==> src/rtl/fmap_stream_tx.sv <==
// fmap_stream_tx: raster-scan a feature map from 1-cycle-latency SRAM onto a valid/ready stream with x/y/ch tags
//   clk/rst            : clock, synchronous active-high reset
//   start/running/done : launch request, busy flag, end-of-map pulse
//   mem_re/mem_addr/mem_rdata : SRAM read port
//   out_*              : stream word, coordinates and valid/ready handshake
module fmap_stream_tx #(
  parameter int DATA_WIDTH         = 16,
  parameter int FEATURE_MAP_WIDTH  = 128,
  parameter int FEATURE_MAP_HEIGHT = 128,
  parameter int NB_CHANNELS        = 2,
  localparam int TOTAL      = FEATURE_MAP_WIDTH * FEATURE_MAP_HEIGHT * NB_CHANNELS,
  localparam int ADDR_WIDTH = TOTAL > 1 ? $clog2(TOTAL) : 1,
  localparam int XW         = FEATURE_MAP_WIDTH > 1 ? $clog2(FEATURE_MAP_WIDTH) : 1,
  localparam int YW         = FEATURE_MAP_HEIGHT > 1 ? $clog2(FEATURE_MAP_HEIGHT) : 1,
  localparam int CW         = NB_CHANNELS > 1 ? $clog2(NB_CHANNELS) : 1
) (
  input  logic                  clk,
  input  logic                  rst,
  input  logic                  start,
  output logic                  running,
  output logic                  done,
  output logic                  mem_re,
  output logic [ADDR_WIDTH-1:0] mem_addr,
  input  logic [DATA_WIDTH-1:0] mem_rdata,
  output logic [DATA_WIDTH-1:0] out_data,
  output logic                  out_valid,
  input  logic                  out_ready,
  output logic [XW-1:0]         out_x,
  output logic [YW-1:0]         out_y,
  output logic [CW-1:0]         out_ch
);
  localparam int PW = DATA_WIDTH + XW + YW + CW;
  typedef enum logic [1:0] {IDLE, RUN, DRAIN} state_t;
  state_t r_state, w_next;
  logic [ADDR_WIDTH-1:0] r_addr;
  logic [XW-1:0] r_x, r_rx;
  logic [YW-1:0] r_y, r_ry;
  logic [CW-1:0] r_ch, r_rch;
  logic r_rvalid, r_wp, r_rp, r_done;
  logic [1:0] r_cnt, w_pend;
  logic [PW-1:0] r_fifo [2];
  logic [PW-1:0] w_in, w_head;
  logic w_push, w_pop, w_hs, w_last_rd, w_last_hs, w_ch_wrap, w_x_wrap;
  // An empty buffer passes the returning read straight through, so the word
  // appears the cycle the SRAM delivers it; it is captured if not accepted.
  assign w_in      = {mem_rdata, r_rx, r_ry, r_rch};
  assign w_head    = r_cnt != 2'd0 ? r_fifo[r_rp] : r_rvalid ? w_in : '0;
  assign {out_data, out_x, out_y, out_ch} = w_head;
  assign out_valid = r_cnt != 2'd0 || r_rvalid;
  assign w_hs      = out_valid && out_ready;
  assign w_pop     = r_cnt != 2'd0 && out_ready;
  assign w_push    = r_rvalid && (r_cnt != 2'd0 || !out_ready);
  assign w_pend    = r_cnt + {1'b0, r_rvalid};
  assign mem_re    = r_state == RUN && w_pend < 2'd2;
  assign mem_addr  = r_addr;
  assign w_ch_wrap = r_ch == CW'(NB_CHANNELS - 1);
  assign w_x_wrap  = r_x == XW'(FEATURE_MAP_WIDTH - 1);
  assign w_last_rd = mem_re && r_addr == ADDR_WIDTH'(TOTAL - 1);
  // In DRAIN no reads are issued, so one pending word left means this is the last.
  assign w_last_hs = r_state == DRAIN && w_hs && w_pend == 2'd1;
  assign running   = r_state != IDLE;
  assign done      = r_done;
  always_comb begin
    w_next = r_state;
    w_next = r_state == IDLE ? (start ? RUN : IDLE) :
             r_state == RUN  ? (w_last_rd ? DRAIN : RUN) :
                               (w_last_hs ? IDLE : DRAIN);
  end
  always_ff @(posedge clk) begin
    r_state <= rst ? IDLE : w_next;
    r_done  <= rst ? 1'b0 : w_last_hs;
  end
  always_ff @(posedge clk) begin
    if (rst || (r_state == IDLE && start) || w_last_rd) begin
      r_addr <= '0;
      r_x    <= '0;
      r_y    <= '0;
      r_ch   <= '0;
    end else if (mem_re) begin
      r_addr <= r_addr + ADDR_WIDTH'(1);
      r_ch   <= w_ch_wrap ? '0 : r_ch + CW'(1);
      r_x    <= w_ch_wrap ? (w_x_wrap ? '0 : r_x + XW'(1)) : r_x;
      r_y    <= w_ch_wrap && w_x_wrap ? r_y + YW'(1) : r_y;
    end
  end
  always_ff @(posedge clk) begin
    r_rvalid <= rst ? 1'b0 : mem_re;
    r_rx     <= r_x;
    r_ry     <= r_y;
    r_rch    <= r_ch;
  end
  always_ff @(posedge clk) begin
    if (rst) begin
      r_wp  <= 1'b0;
      r_rp  <= 1'b0;
      r_cnt <= 2'd0;
    end else begin
      r_wp  <= w_push ? ~r_wp : r_wp;
      r_rp  <= w_pop ? ~r_rp : r_rp;
      r_cnt <= r_cnt + 2'(w_push) - 2'(w_pop);
    end
  end
  always_ff @(posedge clk)
    if (w_push) r_fifo[r_wp] <= w_in;
endmodule

==> config.mk <==
export PLATFORM = sky130hd
export DESIGN_NAME = fmap_stream_tx
export DESIGN_NICKNAME = d
export VERILOG_FILES = /design/src/rtl/fmap_stream_tx.sv
export SDC_FILE = /design/constraint.sdc
export NUM_CORES = 1
export LEC_CHECK = 0
export ABC_CLOCK_PERIOD_IN_PS = 2800
export CAP_MARGIN = 10
export CORE_ASPECT_RATIO = 0.7
export CORE_MARGIN = 4
export CORE_UTILIZATION = 48
export DETAILED_ROUTE_END_ITERATION = 12
export PLACE_DENSITY = 0.83
export SLEW_MARGIN = 20
export SYNTH_ARGS = -nofsm -noshare
export SYNTH_HDL_FRONTEND = slang
export SYNTH_SLANG_ARGS = --single-unit
==> constraint.sdc <==
create_clock -name clk -period 2.8 [get_ports clk]
set_input_delay 0.84 -clock clk [delete_from_list [all_inputs] [get_ports clk]]
set_output_delay 0.84 -clock clk [all_outputs]
set_load 0.02 [all_outputs]
==> results.py, run 1 <==
metrics = {
    "run_status": {
        "status": "completed",
    },
    "worst_setup_path": {
        "r2r_slack_ns": 0.46,
        "r2r-start": "r_cnt[0]$_SDFF_PP0_",
        "worst_path_max_delay_cell": "clkdlybuf4s50_1",
        "worstPathMaxFanout": 2,
        "crit_buf_inv": 2,
        "crit_required_ns": 1.96,
        "path_depth": 4,
        "cp-end-kind": "primary output",
        "worstSetupPathType": "in -> out",
        "cp.arrival_ns": 1.91,
        "reg2regPathDepth": 7,
        "crit_chain": "clkdlybuf4s50_1 > nand3_1 > o21ai_0 > dlygate4sd2_1",
        "cp_top_family": "buffers and inverters",
        "critPathLaunchType": "input pin",
        "r2r-end": "mem_addr[4]$_SDFFE_PP0P_",
        "crit_path_max_incr_delay_ns": 0.52,
    },
    "power_and_ir_drop": {
        "p_leak_nw": 2.34,
        "power.density_nw_per_um2": 922,
        "p_sw_share_pct": 28.4,
        "p_int_mw": 4.11,
        "p_switching_mw": 1.63,
        "combPwrFrac_pct": 24.4,
        "ir_drop_mv": 0.447,
        "seqPwrFrac_pct": 33.6,
        "pwr-share-clk_pct": 42.0,
    },
    "timing": {
        "finalWorstSetupSlack_ns": 0.0467,
        "fin_crit_ns": 2.75,
        "skew_ns": 0.00745,
        "relSlewSlack_pct": 52.0,
        "min_period_over_period_pct": 98.3,
        "worst_slew_pin_slew_ns": 0.714,
        "rsz0062_at_grt": "no",
        "setup_viol": 0,
        "maxSlewViolCount": 0,
        "final-hold-violation-count": 0,
        "hold-worst-slack_ns": 0.389,
        "tns_ns": 0,
        "max_freq_mhz": 363,
    },
    "cts": {
        "cts-buffers-inserted": 17,
        "path_clk_slew_ns": 0.05,
        "insertion_delay_ns": 0.41,
        "htreeDepth": 4,
        "cts.sinks": 116,
        "cts_tree": "built",
        "cts-root-buf": "clkbuf_16",
        "post_cts_buffers": 0,
        "clk_path_buf_depth": 2,
    },
    "route": {
        "via_count": 3299,
        "firstDrtPassIters": 5,
        "route.detailed.vias_per_inst": 5.32,
        "drtIter0Drc": 230,
        "drc_errors": 0,
        "antenna_left": 0,
        "wl_per_cell_um": 16.6,
        "wirelength_um": 10300,
    },
    "placed_design": {
        "preCtsSetupSlack_ns": -0.193,
        "hpwl_um": 6350,
        "place_congestion": 0.765,
        "io_buffers": 69,
    },
    "cells_and_area": {
        "antenna_cells": 0,
        "drive_above_1_share_pct": 13.5,
        "area_growth_pct": 34.5,
        "fin_nets": 509,
    },
    "global_routing": {
        "grt_pass1_wl_um": 16600,
        "overflow": 0,
        "first_global_vias": 3316,
        "grt_max_degree": 65,
        "grt_antenna_before_repair": 0,
        "grt_usage_pct": 18.4,
    },
    "synth": {
        "synthCells": 387,
        "yosysTopAreaCell": "edfxtp_1",
        "synth_edf_count": 62,
        "avgSynthCellArea_um2": 12.0,
        "netlist_top_cells_area": "edfxtp_1, dfxtp_1, mux2i_1",
        "async_reset_ff_share_pct": 0,
        "synth_cell_types": 35,
        "synthTopCellsByCount": "edfxtp_1, dfxtp_1, nand3_1",
        "synthesis.area_um2": 4630,
        "ys_seq_area_share_pct": 63.5,
        "synth_warnings": 0,
        "ys_ff_latch": 116,
        "yosys.area.top_type_share_pct": 40.2,
        "synth_nets": 413,
        "synth_top_flop_cell": "edfxtp_1",
        "yosys.cell_count.top_type": "edfxtp_1",
    },
    "floorplan": {
        "io-pin-count": 70,
        "coreArea_um2": 9250,
        "die_w_um": 125,
        "fp-row-count": 29,
        "die_area_um2": 11300,
        "die_h_um": 90.2,
        "initial_core_util_pct": 50.1,
    },
    "job": {
        "maxCapViolations": 0,
    },
    "min_path": {
        "hold_path.class": "reg -> reg",
        "whs_path_depth": 0,
        "hold_end": "r_ry[4]$_DFF_P_",
        "min-delay-start": "r_y[4]$_SDFFE_PP0P_",
    },
}
worst max-delay path by stage:
stage	endpoint	startpoint	slack, ns
2_1_floorplan	r_fifo[0][0]$_DFFE_PP_	out_ready	0.06
3_3_place_gp	out_data[7]	mem_rdata[7]	-0.17
3_5_place_dp	out_data[9]	mem_rdata[9]	-0.19
4_1_cts	out_ch	r_cnt[0]$_SDFF_PP0_	0.05
5_1_grt	out_ch	r_cnt[0]$_SDFF_PP0_	0.003
6_report	out_data[10]	mem_rdata[10]	0.05
cell usage in the layout (no fill, tap or decap), drive strengths merged, types with 5 or more instances in the layout:
| cell | count |
|---|---|
| o21ai | 35 |
| dlygate4sd2 | 31 |
| inv | 5 |
| bufinv | 6 |
| xor2 | 16 |
| nand4 | 5 |
| nand3 | 43 |
| nor2 | 38 |
| buf | 29 |
| edfxtp | 62 |
| nor3 | 8 |
| dfxtp | 54 |
| a21oi | 8 |
| mux2i | 31 |
| nand2 | 17 |
| clkdlybuf4s50 | 37 |
| xnor2 | 13 |
| clkbuf | 22 |
| ha | 6 |
layout make-up:
class | count | area (um^2)
Multi-Input combinational cell | 245 | 1580
Fill cell | 683 | 3020
Clock buffer | 22 | 454
Inverter | 5 | 18.8
Tap cell | 124 | 155
Clock inverter | 10 | 203
Timing Repair Buffer | 98 | 882
Sequential cell | 116 | 2940
per-stage QoR:
stage / power (mW) / utilization, % / area (um^2) / cells
after floorplan: 2.84 / - / 4630 / 387
after global placement: 3.46 / 60.7 / 5610 / 588
after detailed placement: 3.49 / 60.7 / 5610 / 588
after CTS: 5.78 / 67.3 / 6230 / 620
after global routing: 5.98 / 67.4 / 6230 / 620
final: 5.74 / 67.4 / 6230 / 620
flip-flops by register name, summed over array words and instances, names as in the netlist, 2 cells and up, named ones only:
signal	count
mem_addr	15
r_cnt	2
r_fifo	62
r_rx	7
r_ry	7
r_state	2
r_x	7
r_y	7
power by group through the flow:
stage               clock (mW)  sequential [mW]  combinational, mW
floorplan                    0             1.95              0.894
global placement             0             1.95               1.51
detailed placement           0             1.96               1.53
CTS                       2.44             1.93               1.41
global route              2.54             1.94               1.51
finish                    2.41             1.93               1.40
timing repair:
item	4_1_cts	5_1_grt
hold buffers	0	0
gates resized for setup	32	1
endpoints found under the setup margin	32	1
worst register-to-register path: stages (launching register included):
cell	delay, ns
dfxtp_1	0.45
ha_1	0.28
xor2_2	0.09
buf_4	0.16
or3b_1	0.53
o31ai_4	0.30
buf_4	0.32
nor2_1	0.10
cell families after synthesis:
| kind of cell | Yosys count | share of synthesized area [%] |
|---|---|---|
| adders and majority gates | 6 | 1.62 |
| DFF | 116 | 63.5 |
| xor gates and xnor gates | 29 | 5.64 |
| muxes | 31 | 6.70 |
| AOI/OAI and AO/OA | 46 | 5.48 |
| buffers and inverters | 26 | 2.78 |
| and+or+nand+nor | 133 | 14.3 |
metal layers:
metal | global-route usage, % | wire [um]
met5 | 0 | 0
met4 | 5.78 | 89
met1 | 23.2 | 4620
met3 | 6.34 | 693
met2 | 29.9 | 4920
(Power assumes the default switching activity.)
==> run 2, diff against run 1 <==
--- a/config.mk
+++ b/config.mk
@@ -6,9 +6,8 @@
 export NUM_CORES = 1
 export LEC_CHECK = 0
 export ABC_CLOCK_PERIOD_IN_PS = 2800
-export CAP_MARGIN = 10
 export CORE_ASPECT_RATIO = 0.7
-export CORE_MARGIN = 4
+export CORE_MARGIN = 10
 export CORE_UTILIZATION = 48
 export DETAILED_ROUTE_END_ITERATION = 12
 export PLACE_DENSITY = 0.83
==> run 2 against run 1 <==
Clock-buffer cell count down 4; clock skew rose by 0.0063 ns; sequential power is essentially flat; total power up 3.4%; via count is 0.55% lower; utilization rose by 0.77 points; cell area rose by 1.1%; worst hold slack lost 0.011 ns; clock power increased by 4%.
==> results.py, run 2 (same netlist as run 1, synthesis figures left out) <==
metrics = {
    "run_status": {
        "status": "completed",
    },
    "placed_design": {
        "place_congestion": 0.741,
        "io_buffers": 69,
        "hpwl_um": 6920,
        "preCtsSetupSlack_ns": -0.233,
        "placed_area_um2": 5640,
    },
    "power_and_ir_drop": {
        "p_switching_mw": 1.68,
        "power.density_nw_per_um2": 943,
        "seqPwrFrac_pct": 32.9,
        "p_leak_nw": 2.37,
        "p_int_mw": 4.26,
        "ir_drop_mv": 0.471,
        "combPwrFrac_pct": 25.0,
        "pwr-share-clk_pct": 42.1,
        "p_sw_share_pct": 28.3,
    },
    "cts": {
        "cts-buffers-inserted": 17,
        "path_clk_slew_ns": 0.05,
        "hold_buffers": 0,
        "insertion_delay_ns": 0.40,
        "htreeDepth": 4,
        "clk_path_buf_depth": 2,
        "cts_tree": "built",
        "cts-root-buf": "clkbuf_16",
        "cts.sinks": 116,
    },
    "floorplan": {
        "die_w_um": 137,
        "coreArea_um2": 9250,
        "initial_core_util_pct": 50.1,
        "die_area_um2": 14000,
        "fp-row-count": 29,
        "io-pin-count": 70,
        "die_h_um": 102,
    },
    "route": {
        "antenna_left": 0,
        "drtIter0Drc": 202,
        "drc_errors": 0,
        "firstDrtPassIters": 4,
        "route.detailed.vias_per_inst": 5.29,
        "wl_per_cell_um": 17.0,
        "via_count": 3281,
        "wirelength_um": 10600,
    },
    "timing": {
        "worst_slew_pin_slew_ns": 0.699,
        "relSlewSlack_pct": 53.0,
        "final-hold-violation-count": 0,
        "finalWorstSetupSlack_ns": 0.0552,
        "max_freq_mhz": 364,
        "maxSlewViolCount": 0,
        "setup_viol": 0,
        "fin_crit_ns": 2.74,
        "rsz0062_at_grt": "no",
        "skew_ns": 0.0138,
        "min_period_over_period_pct": 98.0,
    },
    "worst_setup_path": {
        "worstSetupPathType": "in -> out",
        "cp-end-kind": "primary output",
        "r2r-start": "r_cnt[0]$_SDFF_PP0_",
        "cp.arrival_ns": 1.90,
        "crit_path_start": "mem_rdata[8]",
        "worstPathMaxFanout": 3,
        "crit_required_ns": 1.96,
        "critPathLaunchType": "input pin",
    },
    "cells_and_area": {
        "regArea_um2": 2950,
        "final_area_um2": 6300,
        "top_register": "r_fifo",
        "drive_above_1_share_pct": 14.1,
        "area_growth_pct": 36.0,
        "fin_nets": 509,
        "fillers": 647,
        "antenna_cells": 0,
        "mostFrequentLayoutCells": "edfxtp_1, dfxtp_1, nand3_1, clkdlybuf4s50_1",
        "layout_commonest_cell": "edfxtp_1",
        "multi_input_area_um2": 1580,
        "largest_reg_flops": 62,
    },
    "global_routing": {
        "grt_usage_pct": 15.3,
        "first_global_vias": 3307,
        "grt_max_degree": 35,
        "grt_pass1_wl_um": 16900,
        "overflow": 0,
        "grt_antenna_before_repair": 0,
    },
    "job": {
        "maxCapViolations": 0,
    },
    "min_path": {
        "hold_path.class": "reg -> reg",
        "min-delay-start": "r_y[6]$_SDFFE_PP0P_",
    },
}
[run 2: changes by cell type in the layout (fill, tap and decap cells not counted), moves of 2 or more]
cell | before | now
buf_12 | 1 | 4
clkinv_4 | 0 | 2
buf_4 | 28 | 24
clkbuf_1 | 4 | 1
[run 2: path summary, 6_finish.rpt]
kind	to	slack, ns	cells after the start
min	r_ry[6]$_DFF_P_	0.38	0
max	out_data[8]	0.06	4
max reg2reg	r_x[4]$_SDFFE_PP0P_	0.41	7
min reg2reg	r_ry[6]$_DFF_P_	0.38	0
[run 2: metrics by stage]
| stage | hold WS [ns] | power, mW | utilization [%] | setup TNS, ns | instances |
|---|---|---|---|---|---|
| after floorplan | 0.344 | 2.84 | - | 0 | 387 |
| after CTS | 0.375 | 5.98 | 68.1 | 0 | 620 |
| final | 0.377 | 5.94 | 68.1 | 0 | 620 |
| after detailed placement | 0.364 | 3.59 | 61.0 | -2.77 | 587 |
| after global routing | 0.392 | 6.17 | 68.1 | 0 | 620 |
| after global placement | 0.358 | 3.56 | 61.0 | -2.55 | 587 |
[run 2: timing repair]
item                                    4_1_cts  5_1_grt
setup buffers                                 1        0
gates resized for setup                      34        0
hold endpoints to repair                      0        0
endpoints found under the setup margin       32        0
[run 2: per-layer routing]
layer  vias to the layer above  routed length (um)  part of all wire [%]  global-route usage [%]
li1                       1582                   -                     -                       -
met1                      1589                4690                    44                    18.8
met2                       106                4970                    47                    24.5
met3                         4                 861                   8.2                    6.42
met4                         0                  31                  0.29                    3.55
met5                         -                   0                     0                       0
[run 2: final cells by class]
type,instances,share of cell area [%]
flip-flops and latches,116,46.7
multi-input cells,245,25.0
repair buffers,98,14.6
clock buffers,18,6.81
clock inverters,14,4.07
well taps,124,2.46
inverters,5,0.298
[run 2: power by group through the flow]
stage          clock (mW)  sequential [mW]  combinational (mW)
6_report             2.50             1.95                1.49
5_1_grt              2.62             1.96                1.59
4_1_cts              2.52             1.95                1.51
3_5_place_dp            0             1.98                1.61
3_3_place_gp            0             1.98                1.58
2_1_floorplan           0             1.95               0.894
[run 2: worst max-delay path: stages]
cell and delay (ns):
clkdlybuf4s50_1 0.50, nand3_1 0.09, o21ai_0 0.10, dlygate4sd2_1 0.37
==> run 3, diff against run 2 <==
--- a/config.mk
+++ b/config.mk
@@ -5,12 +5,12 @@
 export SDC_FILE = /design/constraint.sdc
 export NUM_CORES = 1
 export LEC_CHECK = 0
-export ABC_CLOCK_PERIOD_IN_PS = 2800
+export ABC_CLOCK_PERIOD_IN_PS = 2890
 export CORE_ASPECT_RATIO = 0.7
 export CORE_MARGIN = 10
-export CORE_UTILIZATION = 48
+export CORE_UTILIZATION = 53
 export DETAILED_ROUTE_END_ITERATION = 12
-export PLACE_DENSITY = 0.83
+export PLACE_DENSITY = 0.86
 export SLEW_MARGIN = 20
 export SYNTH_ARGS = -nofsm -noshare
 export SYNTH_HDL_FRONTEND = slang
==> constraint.sdc (replaced) <==
create_clock -name clk -period 2.89 [get_ports clk]
set_input_delay 0.867 -clock clk [delete_from_list [all_inputs] [get_ports clk]]
set_output_delay 0.867 -clock clk [all_outputs]
set_load 0.02 [all_outputs]
==> run 3 against run 2 <==
Sequential power shrank 4%; sequential share of layout area grew 0.55 points; setup slack gained 0.054 ns; non-clock buffer count grew 1.
==> results.py, run 3 (same netlist as run 1, synthesis figures left out) <==
metrics = {
    "placed_design": {
        "place_congestion": 0.789,
        "preCtsSetupSlack_ns": -0.160,
        "io_buffers": 69,
        "hpwl_um": 6840,
        "dp.cells": 584,
    },
    "power_and_ir_drop": {
        "p_leak_nw": 2.41,
        "ir_drop_mv": 0.394,
        "power.density_nw_per_um2": 872,
    },
    "route": {
        "route.detailed.vias_per_inst": 5.40,
        "via_count": 3329,
        "firstDrtPassIters": 5,
        "drc_errors": 0,
        "drtIter0Drc": 248,
        "wirelength_um": 10700,
        "wl_per_cell_um": 17.4,
        "antenna_left": 0,
    },
    "cells_and_area": {
        "top_register": "r_fifo",
        "fin_nets": 510,
        "drive_above_1_share_pct": 13.5,
        "mostFrequentLayoutCells": "edfxtp_1, dfxtp_1, nand3_1, clkdlybuf4s50_1",
        "largest_reg_flops": 62,
        "final_cells": 617,
        "fillers": 571,
        "layout_commonest_cell": "edfxtp_1",
        "antenna_cells": 0,
        "area_growth_pct": 34.3,
    },
    "min_path": {
        "whs_path_depth": 0,
        "hold_path.class": "reg -> reg",
        "min-delay-start": "r_y[6]$_SDFFE_PP0P_",
        "hold_end": "r_ry[6]$_DFF_P_",
    },
    "floorplan": {
        "fp-row-count": 28,
        "coreArea_um2": 8480,
        "die_h_um": 98.2,
        "io-pin-count": 70,
        "die_area_um2": 12900,
        "initial_core_util_pct": 54.7,
        "die_w_um": 132,
    },
    "global_routing": {
        "grt_pass1_wl_um": 17400,
        "grt_max_degree": 35,
        "grt_antenna_before_repair": 0,
        "grt_usage_pct": 16.6,
        "overflow": 0,
        "first_global_vias": 3393,
    },
    "cts": {
        "hold_buffers": 0,
        "cts_tree": "built",
        "clk_path_buf_depth": 2,
        "htreeDepth": 4,
        "cts-root-buf": "clkbuf_16",
        "cts-buffers-inserted": 17,
        "insertion_delay_ns": 0.40,
        "cts.sinks": 116,
        "path_clk_slew_ns": 0.05,
    },
    "worst_setup_path": {
        "cp.arrival_ns": 1.91,
        "r2r-start": "r_cnt[0]$_SDFF_PP0_",
        "worstPathMaxFanout": 2,
        "crit_required_ns": 2.02,
        "worstSetupPathType": "in -> out",
        "reg2regPathDepth": 7,
        "r2r_slack_ns": 0.51,
        "cp-end-kind": "primary output",
        "critPathLaunchType": "input pin",
        "r2r-end": "r_x[2]$_SDFFE_PP0P_",
    },
    "timing": {
        "relSlewSlack_pct": 52.8,
        "setup_viol": 0,
        "fin_crit_ns": 2.78,
        "worst_slew_pin_slew_ns": 0.702,
        "min_period_over_period_pct": 96.2,
        "max_freq_mhz": 360,
        "skew_ns": 0.0102,
        "maxSlewViolCount": 0,
        "rsz0062_at_grt": "no",
        "finalWorstSetupSlack_ns": 0.109,
        "final-hold-violation-count": 0,
    },
    "job": {
        "maxCapViolations": 0,
    },
    "run_status": {
        "status": "completed",
    },
}
## run 3: worst max-delay path, stage by stage
cell and delay, ns:
clkdlybuf4s50_1 0.51, nand3_1 0.08, o21ai_0 0.10, dlygate4sd2_1 0.36
## run 3: power by group
group	total, mW	switching (mW)	internal [mW]
Clock	2.12	0.693	1.42
Combinational	1.43	0.846	0.587
Sequential	1.88	0.0539	1.82
## run 3: timing repair
| item | CTS | global route |
|---|---|---|
| setup buffers | 1 | 0 |
| gates resized for setup | 25 | 7 |
| pin swaps | 1 | 0 |
| setup endpoints to repair | 32 | 7 |
## run 3: per-layer routing
| layer | wire length, um | global-route usage [%] |
|---|---|---|
| met5 | 0 | 0 |
| met4 | 172 | 7.42 |
| met3 | 610 | 5.78 |
| met2 | 5130 | 26.7 |
| met1 | 4830 | 19.8 |
## run 3: area by class of cell
cell class                      instances  area (um^2)  area share (%)
Clock buffer                           19          433            6.95
Clock inverter                         13          164            2.63
Tap cell                              120          150            2.41
Timing Repair Buffer                   99          940            15.1
Multi-Input combinational cell        245         1580            25.3
Inverter                                5         18.8           0.302
Sequential cell                       116         2940            47.3
## run 3: worst max path at each step
stage,from,to,depth (start not counted)
2_1_floorplan,out_ready,r_fifo[0][0]$_DFFE_PP_,3
3_3_place_gp,mem_rdata[13],out_data[13],4
3_5_place_dp,mem_rdata[15],out_data[15],4
4_1_cts,r_cnt[0]$_SDFF_PP0_,out_y[4],5
5_1_grt,mem_rdata[15],out_data[15],4
6_report,mem_rdata[15],out_data[15],4
## run 3: metrics by stage
step	power [mW]	setup TNS (ns)	util (%)	area, um^2	hold slack (ns)
after global placement	3.40	-1.83	66.5	5630	0.356
final	5.43	0	73.4	6220	0.381
after detailed placement	3.44	-2.05	66.5	5630	0.362
after CTS	5.47	0	73.2	6210	0.382
after floorplan	2.75	0	-	4630	0.344
after global routing	5.63	0	73.4	6220	0.394
